### src/rtl/deser_pkg.sv
// rtl/deser_pkg.sv - shared types and constants for the deserializer
//
// Purpose: holds the deserializer FSM state type and the width of the
//          optional error counter.
// Ports:   none (package).
package deser_pkg;

  typedef enum logic [0:0] {
    IDLE = 1'b0,
    RECV = 1'b1
  } deser_state_t;

  localparam int ERR_CNT_W = 8;

endpackage

### src/rtl/deserializer.sv
// rtl/deserializer.sv - serial-to-parallel frame receiver with valid/ready output
//
// Purpose: waits for a one-cycle start_in pulse, shifts in WIDTH bits LSB-first
//          on the following WIDTH cycles and offers the rebuilt word on a
//          single-entry valid/ready output register. Flags frames aborted by an
//          early start_in (framing_err) and words dropped because the output
//          was still full (overrun).
// Ports:
//   clk          in   1          system clock, rising edge
//   rst_n        in   1          synchronous active-low reset
//   serial_in    in   1          serial data, LSB first
//   start_in     in   1          frame sync, high one cycle before bit 0
//   m_data       out  WIDTH      rebuilt parallel word
//   m_valid      out  1          m_data holds an unconsumed word
//   m_ready      in   1          consumer accepts m_data when m_valid && m_ready
//   framing_err  out  1          one-cycle pulse, frame aborted by early start_in
//   overrun      out  1          one-cycle pulse, completed word dropped
//   err_clr      in   1          (DESER_ERR_CNT_EN only) synchronous counter clear
//   err_cnt      out  ERR_CNT_W  (DESER_ERR_CNT_EN only) saturating error count
// Configuration: define DESER_ERR_CNT_EN to add err_clr/err_cnt.
module deserializer
  import deser_pkg::*;
#(
  parameter int WIDTH = 8
) (
  input  logic             clk,
  input  logic             rst_n,
  input  logic             serial_in,
  input  logic             start_in,
  output logic [WIDTH-1:0] m_data,
  output logic             m_valid,
  input  logic             m_ready,
  output logic             framing_err,
  output logic             overrun
`ifdef DESER_ERR_CNT_EN
  ,
  input  logic                 err_clr,
  output logic [ERR_CNT_W-1:0] err_cnt
`endif
);

  localparam int CNT_W = (WIDTH > 2) ? $clog2(WIDTH) : 1;
  localparam logic [CNT_W-1:0] LAST_BIT = CNT_W'(WIDTH - 1);

  deser_state_t     state, state_next;
  logic [CNT_W-1:0] bit_cnt, cnt_next;
  // The last bit is never stored: it is taken straight from serial_in when
  // the word completes, so only WIDTH-1 bits need holding.
  logic [WIDTH-2:0] shift, shift_next;
  logic             word_done;
  logic             frame_abort;
  logic             overrun_next;
  logic             accept;
  logic [WIDTH-1:0] word;

  assign word         = {serial_in, shift};
  assign accept       = word_done && (!m_valid || m_ready);
  assign overrun_next = word_done && m_valid && !m_ready;

  always_ff @(posedge clk) begin
    if (!rst_n) begin
      state   <= IDLE;
      bit_cnt <= '0;
      shift   <= '0;
    end else begin
      state   <= state_next;
      bit_cnt <= cnt_next;
      shift   <= shift_next;
    end
  end

  always_comb begin
    state_next  = state;
    cnt_next    = bit_cnt;
    shift_next  = shift;
    word_done   = 1'b0;
    frame_abort = 1'b0;
    unique case (state)
      IDLE: begin
        if (start_in) begin
          state_next = RECV;
          cnt_next   = '0;
        end
      end
      RECV: begin
        if (start_in) begin
          // Resync: drop the partial frame; the next cycle carries bit 0.
          frame_abort = 1'b1;
          cnt_next    = '0;
        end else if (bit_cnt == LAST_BIT) begin
          word_done  = 1'b1;
          state_next = IDLE;
          cnt_next   = '0;
        end else begin
          for (int i = 0; i < WIDTH - 1; i++) begin
            if (bit_cnt == CNT_W'(i)) shift_next[i] = serial_in;
          end
          cnt_next = bit_cnt + CNT_W'(1);
        end
      end
      default: state_next = IDLE;
    endcase
  end

  always_ff @(posedge clk) begin
    if (!rst_n) begin
      m_data      <= '0;
      m_valid     <= 1'b0;
      framing_err <= 1'b0;
      overrun     <= 1'b0;
    end else begin
      framing_err <= frame_abort;
      overrun     <= overrun_next;
      if (accept) begin
        m_data  <= word;
        m_valid <= 1'b1;
      end else if (m_valid && m_ready) begin
        m_valid <= 1'b0;
      end
    end
  end

`ifdef DESER_ERR_CNT_EN
  // Counts on the same edge that registers the pulses, so err_cnt and the
  // pulse outputs change together.
  logic [ERR_CNT_W:0] err_sum;
  assign err_sum = {1'b0, err_cnt}
                 + (ERR_CNT_W + 1)'(frame_abort)
                 + (ERR_CNT_W + 1)'(overrun_next);

  always_ff @(posedge clk) begin
    if (!rst_n || err_clr) begin
      err_cnt <= '0;
    end else if (err_sum[ERR_CNT_W]) begin
      err_cnt <= '1;
    end else begin
      err_cnt <= err_sum[ERR_CNT_W-1:0];
    end
  end
`endif

endmodule

### config.mk
export PLATFORM = sky130hd
export DESIGN_NAME = deserializer
export DESIGN_NICKNAME = d
export VERILOG_FILES = /design/src/rtl/deser_pkg.sv /design/src/rtl/deserializer.sv
export SDC_FILE = /design/constraint.sdc
export NUM_CORES = 1
export LEC_CHECK = 0
export ABC_CLOCK_PERIOD_IN_PS = 2450
export BUFFER_PORTS_ARGS = -buffer_cell sky130_fd_sc_hd__buf_2
export CORE_ASPECT_RATIO = 1.1
export CORE_UTILIZATION = 39
export CTS_CLUSTER_SIZE = 14
export DETAILED_ROUTE_END_ITERATION = 8
export SLEW_MARGIN = 20
export SYNTH_ARGS = -nofsm -noshare
export SYNTH_HDL_FRONTEND = slang
export SYNTH_SLANG_ARGS = --single-unit
### constraint.sdc
create_clock -name clk -period 2.45 [get_ports clk]
set_input_delay 0.1225 -clock clk [delete_from_list [all_inputs] [get_ports clk]]
set_output_delay 0.1225 -clock clk [all_outputs]
set_load 0.02 [all_outputs]
---- After elaboration in Yosys (flattened, before gate mapping) ----
Cells that the tools add are included.
word-level totals
  register bits ........................... 22
  memory bits (read-only) ................. 0
  memories ................................ 0
  bits in writable memories ............... 0
  word-level logic and storage cells ...... 55
  bits of input ports ..................... 5
  output and inout port bits .............. 11
  latch bits .............................. 0
cells by class
  order comparisons ....................... 0
  shifts and indexed selects .............. 0
  bitwise logic cells ..................... 3
  multipliers ............................. 0
  equality and inequality tests ........... 8
  mux-type cells .......................... 13
  divide/modulo/power cells ............... 0
  reduce and logical (&&, ||, !) cells .... 17
  add/sub/neg operators ................... 1
operators by type and width
  operator               number
  $reduce_and A4 Y1      7
  $eq A3 B3 Y1 const B   4
  $mux W3                3
  $mux W1                8
  $eq A3 B2 Y1 const B   2
  $pmux W3 S2            1
  $logic_and A1 B1 Y1    4
  $add A3 B1 Y3 const B  1
  $eq A3 B1 Y1 const B   1
  $logic_not A3 Y1       1
  $not A1 Y1             3
  $logic_not A1 Y1       2
  $ne A2 B2 Y1 const B   1
  $pmux W1 S2            1
  $reduce_and A2 Y1      1
  $reduce_bool A2 Y1     1
  $logic_or A1 B1 Y1     1

---- Logic depth before layout (Yosys ltp) ----
  word-level depth ........................ 6
  mapped depth ............................ 6
  depth with buffers taken out ............ 5

---- Least setup slack after synthesis ----
No wires, ideal clock.
  kind .................................... reg-to-reg
  start point ............................. register bit_cnt[1]
  end point ............................... register m_data[7]
  stages on the path, launching flop included .. 7
  arrival time ............................ 1.348 ns
  path slack .............................. 1.030 ns
  clock period less this slack ............ 1.420 ns
  path buffers ............................ 1
  setup time .............................. 0.072 ns
  required time ........................... 2.378 ns
  cells stage by stage .................... dfxtp_1 ha_1 ha_1 nand3b_1 nor2b_1 buf_6 mux2i_1
on the way
  cells in the longest elaborated chain, start to end .. 5
ends and longest elaborated chain
  item                    RTL line             source
  from (decl)             deserializer.sv:46   logic [CNT_W-1:0] bit_cnt, cnt_next;
  from (signal assigned)  deserializer.sv:67   bit_cnt <= cnt_next;
  $eq A3 B3 Y1            deserializer.sv:90   end else if (bit_cnt == LAST_BIT) begin
  $mux W1                 deserializer.sv:90
  $mux W1                 deserializer.sv:86   if (start_in) begin
  $mux W1                 deserializer.sv:78   unique case (state)
  $logic_and A1 B1 Y1     deserializer.sv:57   assign accept = word_done && (!m_valid || m_ready);
  to (signal assigned)    deserializer.sv:115  m_data <= word;
  to (decl)               deserializer.sv:30   output logic [WIDTH-1:0] m_data,
No other way between the ends.
A chain may end at the register's enable or synchronous reset.

---- Worst setup path after layout ----
  start point ............................. register bit_cnt[0]
  end point ............................... register m_data[6]
Same word-level chain as after synthesis.

==> impl_results.md <==
* Input/output buffers at 15
* Max Cap Viol at 0
* Layout cell share with drive strength beyond 1 at around a fifth
* Crit-path max FO at 8
* PostCTS Resize Cnt at 0
* Die W at between 40 and 50 um
* Root Driver: clkbuf_4
* Layout Nets at approximately 120
* Vias at between 600 and 700
* Total congestion overflow at 0
* FF+latch count, synth at 22
* Mapped cell area at about 950 um2
* HPWL Detailed at 1190 um
* Largest net degree at the start of global routing at 20
* Synth top area share at 46.6%
* Crit path DAT at 1880 ps
* Fin. max-slew vios at 0
* Relative slew slack at around four fifths
* YS warnings at 0
* Area post-placement at around 0.0010 mm2
* Boundary Pins at 16
* Worst-Margin Slew at ~320 ps
* Commonest non-fill, non-tap cells in the layout: 22 x nand2_1, 22 x dfxtp_1, 15 x mux2i_1, 15 x buf_2, 6 x ha_1
* DR iter-0 viols at 3
* Post-cts hold buffer count at 0
* TritonCTS Buffers at 3
* Netlist cell types at 19
* Critical path launch point type: flop
* WL final at about 1600 um
* Period utilization at just under 70%
* Reg2Reg Depth at 6
* Routed Antenna Nets at 0
* Tot GR Track Use at roughly 14%
* # rows at 18
* Die ar. at ~0.0026 mm2
* Leak pwr at approximately 0.5 nW
* Final TNS setup at 0 ps
* Pwr Density at roughly 600 mW/mm2
* Hold WC Path Type: primary input to flop
* Worst setup path category: flop to flop
* Register area at 440 um2
* Die Span Y at 53.7 um
* CTS tree: done
* Post-Syn Instances at 95
* Final min period at roughly 1700 ps
* Mapped Avg Cell Area at about 10 um2
* Longest Clk Path Bufs at 2
* Clk sink count at 22
* Global-route wire length before repair at about 2600 um
* Final Hold Fails at 0
* Initial antenna violation count at 0
* Vias in the first global route at between 500 and 600
* Post-layout util at ~48%
* Fin area at 0.00109 mm2
* Layout Skew at between 4 and 5 ps
* Remaining DRCs at 0
* Final Power at just under 0.7 mW
* Register area share after synthesis at 46.6%
* GPL Wtd Cong at roughly 0.69
* Area growth, synth to finish at 15.5%
* TritonRoute pass-1 iters at 3
* Initial core utilization at 41.6%
* Fin worst setup slack at approximately 800 ps
* Setup-failing EPs final at 0
* Syn Nets at roughly 110
* CP required at about 2700 ps
* Via density at around 4.7
* Footprint of the multi-input gates at 464 um2
* Htree depth at 1
* Area contributors post-synth: dfxtp_1 47%, mux2i_1 16%, nand2_1 8.7%
* Pre-CTS WS at roughly 800 ps
* Cell taking the most area after synthesis: dfxtp_1
* Post-CTS setup buffer count at 0
* RSZ-0062 raised after global routing: no
* Routed len/inst at 11.2 um
* Worst-path clk slew at roughly 130 ps
* Crit end category: flop
* # diodes at 0
* Worst-Skew Late Latency at around 300 ps
* Max VDD drop at approximately 0.24 mV
* Hold Crit Depth at 3
* Fmax at 605 MHz
* FILL cells at around 220
* CORE AREA at between 0.002 and 0.0025 mm2
* Status: finished clean
==> routing by layer <==
metal	GRT usage (%)	part of all wire (%)	vias to the layer above
met4	5.88	0.88	0
li1	-	-	347
met1	16.6	48	295
met5	0	0	-
met3	2.82	3.6	2
met2	23.4	48	13
==> state kept, by name, summed over array words and instances, names as in the netlist <==
| name | cells |
|---|---|
| bit_cnt | 3 |
| framing_err | 1 |
| m_data | 8 |
| m_valid | 1 |
| overrun | 1 |
| shift | 7 |
| state | 1 |
==> worst max-delay path, cell delays in order, from the launching register on <==
cell and delay (ps):
dfxtp_1 410, ha_1 190, ha_1 280, nand3b_1 140, nor2b_1 140, buf_4 200, mux2i_1 230
==> cells by family after synthesis <==
logic type	Yosys count	share of synthesized area, %
compound gates	4	2.38
fa+ha+maj	6	7.94
buf+inv	8	4.36
flops	22	46.6
mux	15	15.9
simple gates	40	22.9
==> synth_stat cells <==
cell type   n
and4bb_2    2
buf_2       2
a211oi_1    1
nor2_1      5
clkbuf_2    1
buf_6       1
nor4b_4     1
a21oi_1     3
nor2b_1     1
inv_1       4
nand2_1    22
nor3_1      1
dfxtp_1    22
and3_1      1
nand3b_1    2
nand2b_1    3
ha_1        6
mux2i_1    15
and2b_1     2
==> power breakdown <==
group	leakage (nW)	internal, mW	switching (mW)	total, mW
clock	0.0279	0.165	0.112	0.278
combinational	0.280	0.0126	0.0179	0.0305
sequential	0.178	0.362	0.00505	0.367
==> stage by stage <==
step                      instances  hold WS (ps)
after floorplan                  95           243
after global placement          137           380
after detailed placement        137           393
after CTS                       141          61.6
after global routing            141           105
final                           141          67.5
==> final timing paths <==
path | slack (ps) | endpoint | from
max reg2reg | 800 | m_data[6] | bit_cnt[0]
max | 800 | m_data[6] | bit_cnt[0]
min | 70 | shift[3] | serial_in
min reg2reg | 460 | m_data[3] | m_data[3]
==> final cells by class <==
cell class                 instances  area share, %
multi-input combinational         65           42.5
tap                               30           3.44
timing repair buffer              16           7.56
sequential                        22           40.3
inverter                           4           1.37
clock inverter                     1           2.75
clock buffer                       3           2.06
No activity file was read; power rests on OpenSTA's default activity.
